--- src/rtl/jk_button_conditioner.sv ---
// jk_button_conditioner: two raw, bouncing push-buttons in, clean single-cycle
// j/k request pulses out. Each button has a 2-flop synchroniser, an 8-bit
// debounce counter and a press/release state machine. Accepts from the two
// channels are arbitrated so that j and k are never high together.
// Optional build macro: JK_COND_HOLD_REPEAT_EN enables auto-repeat accepts
// every REPEAT_CYCLES cycles while a button stays pressed.

module jk_btn_channel #(
    parameter int unsigned DEB_CYCLES    = 4,
    parameter int unsigned REPEAT_CYCLES = 16
) (
    input  logic clk,
    input  logic areset_n,
    input  logic raw_i,
    output logic accept_o,
    output logic level_o
);
    // state         | meaning
    // ST_RELEASED   | button idle, waiting for a synchronised 1
    // ST_PRESS_WAIT | counting stable 1 samples before accepting a press
    // ST_PRESSED    | press accepted, debounced level high
    // ST_RELEASE_WAIT | counting stable 0 samples before accepting a release
    localparam logic [1:0] ST_RELEASED     = 2'b00;
    localparam logic [1:0] ST_PRESS_WAIT   = 2'b01;
    localparam logic [1:0] ST_PRESSED      = 2'b10;
    localparam logic [1:0] ST_RELEASE_WAIT = 2'b11;

    localparam logic [7:0] DEB_LAST = 8'(DEB_CYCLES - 1);

    if (DEB_CYCLES < 1 || DEB_CYCLES > 255 || REPEAT_CYCLES < 2 || REPEAT_CYCLES > 65535) begin : g_param_check
        $error("jk_btn_channel: DEB_CYCLES or REPEAT_CYCLES out of range");
    end

    logic       s1_q, s2_q;
    logic [1:0] state_q, state_d;
    logic [7:0] cnt_q, cnt_d;
    logic       deb_accept;
    logic       rpt_fire;

    // Two-flop synchroniser for the asynchronous button input.
    always_ff @(posedge clk or negedge areset_n) begin
        if (!areset_n) begin
            s1_q <= 1'b0;
            s2_q <= 1'b0;
        end else begin
            s1_q <= raw_i;
            s2_q <= s1_q;
        end
    end

    // Debounce state machine next-state and press-accept decode.
    always_comb begin
        state_d    = state_q;
        cnt_d      = cnt_q;
        deb_accept = 1'b0;
        case (state_q)
            ST_RELEASED: begin
                if (s2_q) begin
                    state_d = ST_PRESS_WAIT;
                    cnt_d   = 8'd0;
                end
            end
            ST_PRESS_WAIT: begin
                if (!s2_q) begin
                    state_d = ST_RELEASED;
                end else if (cnt_q == DEB_LAST) begin
                    state_d    = ST_PRESSED;
                    deb_accept = 1'b1;
                end else begin
                    cnt_d = cnt_q + 8'd1;
                end
            end
            ST_PRESSED: begin
                if (!s2_q) begin
                    state_d = ST_RELEASE_WAIT;
                    cnt_d   = 8'd0;
                end
            end
            default: begin
                if (s2_q) begin
                    state_d = ST_PRESSED;
                end else if (cnt_q == DEB_LAST) begin
                    state_d = ST_RELEASED;
                end else begin
                    cnt_d = cnt_q + 8'd1;
                end
            end
        endcase
    end

    // Debounce state and counter registers.
    always_ff @(posedge clk or negedge areset_n) begin
        if (!areset_n) begin
            state_q <= ST_RELEASED;
            cnt_q   <= 8'd0;
        end else begin
            state_q <= state_d;
            cnt_q   <= cnt_d;
        end
    end

`ifdef JK_COND_HOLD_REPEAT_EN
    localparam logic [15:0] RPT_LAST = 16'(REPEAT_CYCLES - 1);

    logic [15:0] rpt_q, rpt_d;

    // Repeat counter: runs only in PRESSED with s2 high, frozen in
    // RELEASE_WAIT, cleared on the way into PRESSED from PRESS_WAIT.
    always_comb begin
        rpt_d    = rpt_q;
        rpt_fire = 1'b0;
        case (state_q)
            ST_RELEASED, ST_PRESS_WAIT: rpt_d = 16'd0;
            ST_PRESSED: begin
                if (s2_q) begin
                    if (rpt_q == RPT_LAST) begin
                        rpt_fire = 1'b1;
                        rpt_d    = 16'd0;
                    end else begin
                        rpt_d = rpt_q + 16'd1;
                    end
                end
            end
            default: rpt_d = rpt_q;
        endcase
    end

    // Repeat counter register.
    always_ff @(posedge clk or negedge areset_n) begin
        if (!areset_n) begin
            rpt_q <= 16'd0;
        end else begin
            rpt_q <= rpt_d;
        end
    end
`else
    assign rpt_fire = 1'b0;
`endif

    assign accept_o = deb_accept | rpt_fire;
    assign level_o  = state_q[1];
endmodule

module jk_button_conditioner #(
    parameter int unsigned DEB_CYCLES    = 4,
    parameter int unsigned REPEAT_CYCLES = 16
) (
    input  logic clk,
    input  logic areset_n,
    input  logic btn_on_raw,
    input  logic btn_off_raw,
    output logic j,
    output logic k,
    output logic on_level,
    output logic off_level,
    output logic conflict
);
    logic on_acc, off_acc;
    logic j_q, k_q, conflict_q;

    jk_btn_channel #(
        .DEB_CYCLES    (DEB_CYCLES),
        .REPEAT_CYCLES (REPEAT_CYCLES)
    ) u_on (
        .clk      (clk),
        .areset_n (areset_n),
        .raw_i    (btn_on_raw),
        .accept_o (on_acc),
        .level_o  (on_level)
    );

    jk_btn_channel #(
        .DEB_CYCLES    (DEB_CYCLES),
        .REPEAT_CYCLES (REPEAT_CYCLES)
    ) u_off (
        .clk      (clk),
        .areset_n (areset_n),
        .raw_i    (btn_off_raw),
        .accept_o (off_acc),
        .level_o  (off_level)
    );

    // Arbitration: simultaneous accepts cancel each other and raise conflict
    // so the downstream on/off FSM never sees j and k together.
    always_ff @(posedge clk or negedge areset_n) begin
        if (!areset_n) begin
            j_q        <= 1'b0;
            k_q        <= 1'b0;
            conflict_q <= 1'b0;
        end else begin
            j_q        <= on_acc & ~off_acc;
            k_q        <= off_acc & ~on_acc;
            conflict_q <= on_acc & off_acc;
        end
    end

    assign j        = j_q;
    assign k        = k_q;
    assign conflict = conflict_q;
endmodule
--- config.mk ---
export PLATFORM = sky130hd
export DESIGN_NAME = jk_button_conditioner
export DESIGN_NICKNAME = d
export VERILOG_FILES = /design/src/rtl/jk_button_conditioner.sv
export SDC_FILE = /design/constraint.sdc
export NUM_CORES = 1
export LEC_CHECK = 0
export ABC_AREA = 1
export BUFFER_PORTS_ARGS = -buffer_cell sky130_fd_sc_hd__buf_2
export CAP_MARGIN = 10
export CELL_PAD_IN_SITES_DETAIL_PLACEMENT = 1
export CELL_PAD_IN_SITES_GLOBAL_PLACEMENT = 1
export CORE_MARGIN = 3
export CORE_UTILIZATION = 44
export DETAILED_ROUTE_END_ITERATION = 10
export MAX_ROUTING_LAYER = met4
export PLACE_DENSITY = 0.79
export REMOVE_ABC_BUFFERS = 1
export SLEW_MARGIN = 25
export SYNTH_ARGS = -nofsm -noshare
export SYNTH_HDL_FRONTEND = slang
export SYNTH_SLANG_ARGS = --single-unit
export TNS_END_PERCENT = 50
--- constraint.sdc ---
create_clock -name clk -period 1.8 [get_ports clk]
set_input_delay 0.36 -clock clk [delete_from_list [all_inputs] [get_ports clk]]
set_output_delay 0.36 -clock clk [all_outputs]
set_load 0.02 [all_outputs]
==> metrics.md <==
| Metric | Value |
|---|---|
| Status | `completed` |
| Die ar. | `4540 um^2` |
| Synth area leader | `dfrtp_1` |
| Vias | `1453` |
| Register area share after synthesis | `0.407` |
| Clk buf depth | `2` |
| Worst Max-Slew Pin Slew | `0.606 ns` |
| Crit-path leading delay family | `simple AND/OR/NAND/NOR gates` |
| Worst Hold Class | `in2async` |
| Cell count after synthesis | `231` |
| Power share of the combinational group | `0.487` |
| WP data required | `1.96 ns` |
| Max FO, Critical Path | `6` |
| Int Pwr | `1.22 mW` |
| Post-route ant nets | `0` |
| Final WS setup | `0.195 ns` |
| Maxcap violations | `0` |
| Part of the power in registers | `0.361` |
| Pre-Repair DR Iteration Count | `4` |
| CTS H-tree depth | `1` |
| Worst-path clk slew | `0.09 ns` |
| Critical path arrival | `1.77 ns` |
| CP Capture Type | `flop` |
| Fin. Hold Viols | `0` |
| Critical path class | `reg2reg` |
| Die Span Y | `67.4 um` |
| Pin count of the biggest net entering global routing | `28` |
| Starting DRT DRC Count | `80` |
| Total wire length | `3990 um` |
| Clock Sinks | `27` |
| Wire length per cell | `13.8 um` |
| Min Hold Slack | `0.0794 ns` |
| Area Growth Syn to Fin | `7.99%` |
| Yosys warning count | `0` |
| RSZ-0062 raised after global routing | `false` |
| Max-slew headroom | `0.596` |
| First-pass GRT wire length | `7200 um` |
| Distinct cells, synth | `19` |
| Final instance area | `1790 um^2` |
| Yosys reg bits | `27` |
| Sw Ratio | `0.469` |
| DP Area | `1740 um^2` |
| Worst slack at placement | `0.120 ns` |
| Cells resized by post-CTS repair | `0` |
| Ratio of cells with drive above 1 in the final layout | `0.140` |
| Maximum vdd ir drop | `0.638 mV` |
| Post-synth top area share | `0.407` |
| Area of the mapped netlist | `1660 um^2` |
| Vias in the first global route | `1619` |
| Setup Viol. Count Final | `0` |
| Most frequent cells in the layout | `nand2_1, dfrtp_1, inv_1` |
| Row count | `21` |
| Worst Skew | `0.00500 ns` |
| Fin. max-slew vios | `0` |
| Min cycle time layout | `1.60 ns` |
| TritonCTS clock tree | `done` |
| Vias per cell | `5.03` |
| Post-synthesis average cell area | `7.18 um^2` |
| Slowest stage delay, CP | `0.44 ns` |
| Period utilization | `0.891` |
| Total GRT Usage | `0.213` |
| Clock share of power | `0.153` |
| IO buf count | `8` |
| Critical path, cell by cell | `inv_1, ha_1, nor2_2, inv_1, nand2_1, nand2_1, nand2_1, o21ai_0` |
| Post-CTS Setup Repair Bufs | `0` |
| RePlAce Congestion | `0.915` |
| Hold_buf cts | `0` |
| Dpl hpwl | `3210 um` |
| Total power | `2.30 mW` |
| Most common cell after layout, fill and taps aside | `nand2_1` |
| PwrDens | `1280 nW/um^2` |
| Die Wd | `67.4 um` |
| Diodes inserted | `0` |
| Initial antenna violation count | `0` |
| Setup TNS | `0 ns` |
| DRC | `0` |
| CP Launch Type | `flop` |
| Lkg Pwr | `0.899 nW` |
| Maximum clock frequency | `623 MHz` |
| CTS buffer count | `3` |
| CP most frequent cell | `nand2_1` |
| Final net count | `256` |
| Clk root buf | `clkbuf_8` |
| Initial Util | `0.475` |
| Insertion delay to the later sink of the worst-skew pair | `0.28 ns` |
| Ports | `9` |
| Buf+Inv Stages, Crit Path | `2` |
| Slowest CP cell | `dfrtp_1` |
| Psw | `1.08 mW` |
| Core Area | `3490 um^2` |
| Overflow after GRT | `0` |
| Synth top area cells | `dfrtp_1, nand2_1, nand3_1, ha_1, inv_1` |
[kinds of logic after synthesis]
logic type	synth area share
flip-flops	0.407
AO/OA/AOI/OAI	0.0784
adder cells (fa/ha/maj)	0.0603
AND/OR/NAND/NOR	0.367
buffers and inverters	0.0867
[sequential cells by signal, indices dropped and copies added (netlist names), named ones only]
| signal | count |
|---|---|
| conflict | 1 |
| j | 1 |
| k | 1 |
| u_off.cnt_q | 8 |
| u_off.s1_q | 1 |
| u_off.s2_q | 1 |
| u_off.state_q | 1 |
| u_on.cnt_q | 8 |
| u_on.s1_q | 1 |
| u_on.s2_q | 1 |
| u_on.state_q | 1 |
[cell usage after synthesis, drive strengths merged]
| master | instances |
|---|---|
| dfrtp | 27 |
| nand2 | 89 |
| ha | 8 |
| buf | 2 |
| inv | 31 |
| nand3 | 23 |
| nand4 | 3 |
| nor2 | 23 |
| nor3b | 2 |
| o21ai | 23 |
[metrics by stage]
stage | cells | util
after floorplan | 229 | -
after global placement | 285 | 0.499
final | 289 | 0.513
after global routing | 289 | 0.513
after detailed placement | 285 | 0.499
after CTS | 289 | 0.512
[worst register-to-register path, stage by stage (launching register included)]
cell and delay, ns:
dfrtp_1 0.44, inv_1 0.09, ha_1 0.22, nor2_2 0.27, inv_1 0.14, nand2_1 0.09
nand2_1 0.11, nand2_1 0.08, o21ai_0 0.07
[final timing paths]
kind	startpoint	to	slack, ns	depth (start not counted)
min reg2reg	u_off.s1_q	u_off.s2_q	0.37	0
min	areset_n	u_off.cnt_q[2]	0.08	1
min in group clk	btn_on_raw	u_on.s1_q	0.19	1
max	u_on.state_q[0]	u_on.cnt_q[2]	0.20	8
max reg2reg	u_on.state_q[0]	u_on.cnt_q[2]	0.20	8
max in group asynchronous	areset_n	async pin	1.32	1
[area by class of cell]
type	instances	area, um^2
clock buffer	4	45.0
inverter	31	116
multi-input combinational	171	842
fill	472	1700
timing repair buffer	10	55.1
sequential	27	676
tap	46	57.6
[power groups by stage]
stage	Combinational, mW	Clock (mW)	Sequential [mW]
after floorplan	0.787	0	0.833
after global placement	1.04	0	0.827
after detailed placement	1.13	0	0.839
after CTS	1.13	0.359	0.829
after global routing	1.29	0.385	0.848
final	1.12	0.352	0.829
[metal layers]
metal	track usage	wire, um	up-vias
met5	-	0	-
met4	0.0506	62	0
met3	0.0349	93	9
met2	0.384	2010	16
met1	0.245	1830	683
li1	-	-	745
Note: power is estimated with default switching activity, not from simulation.
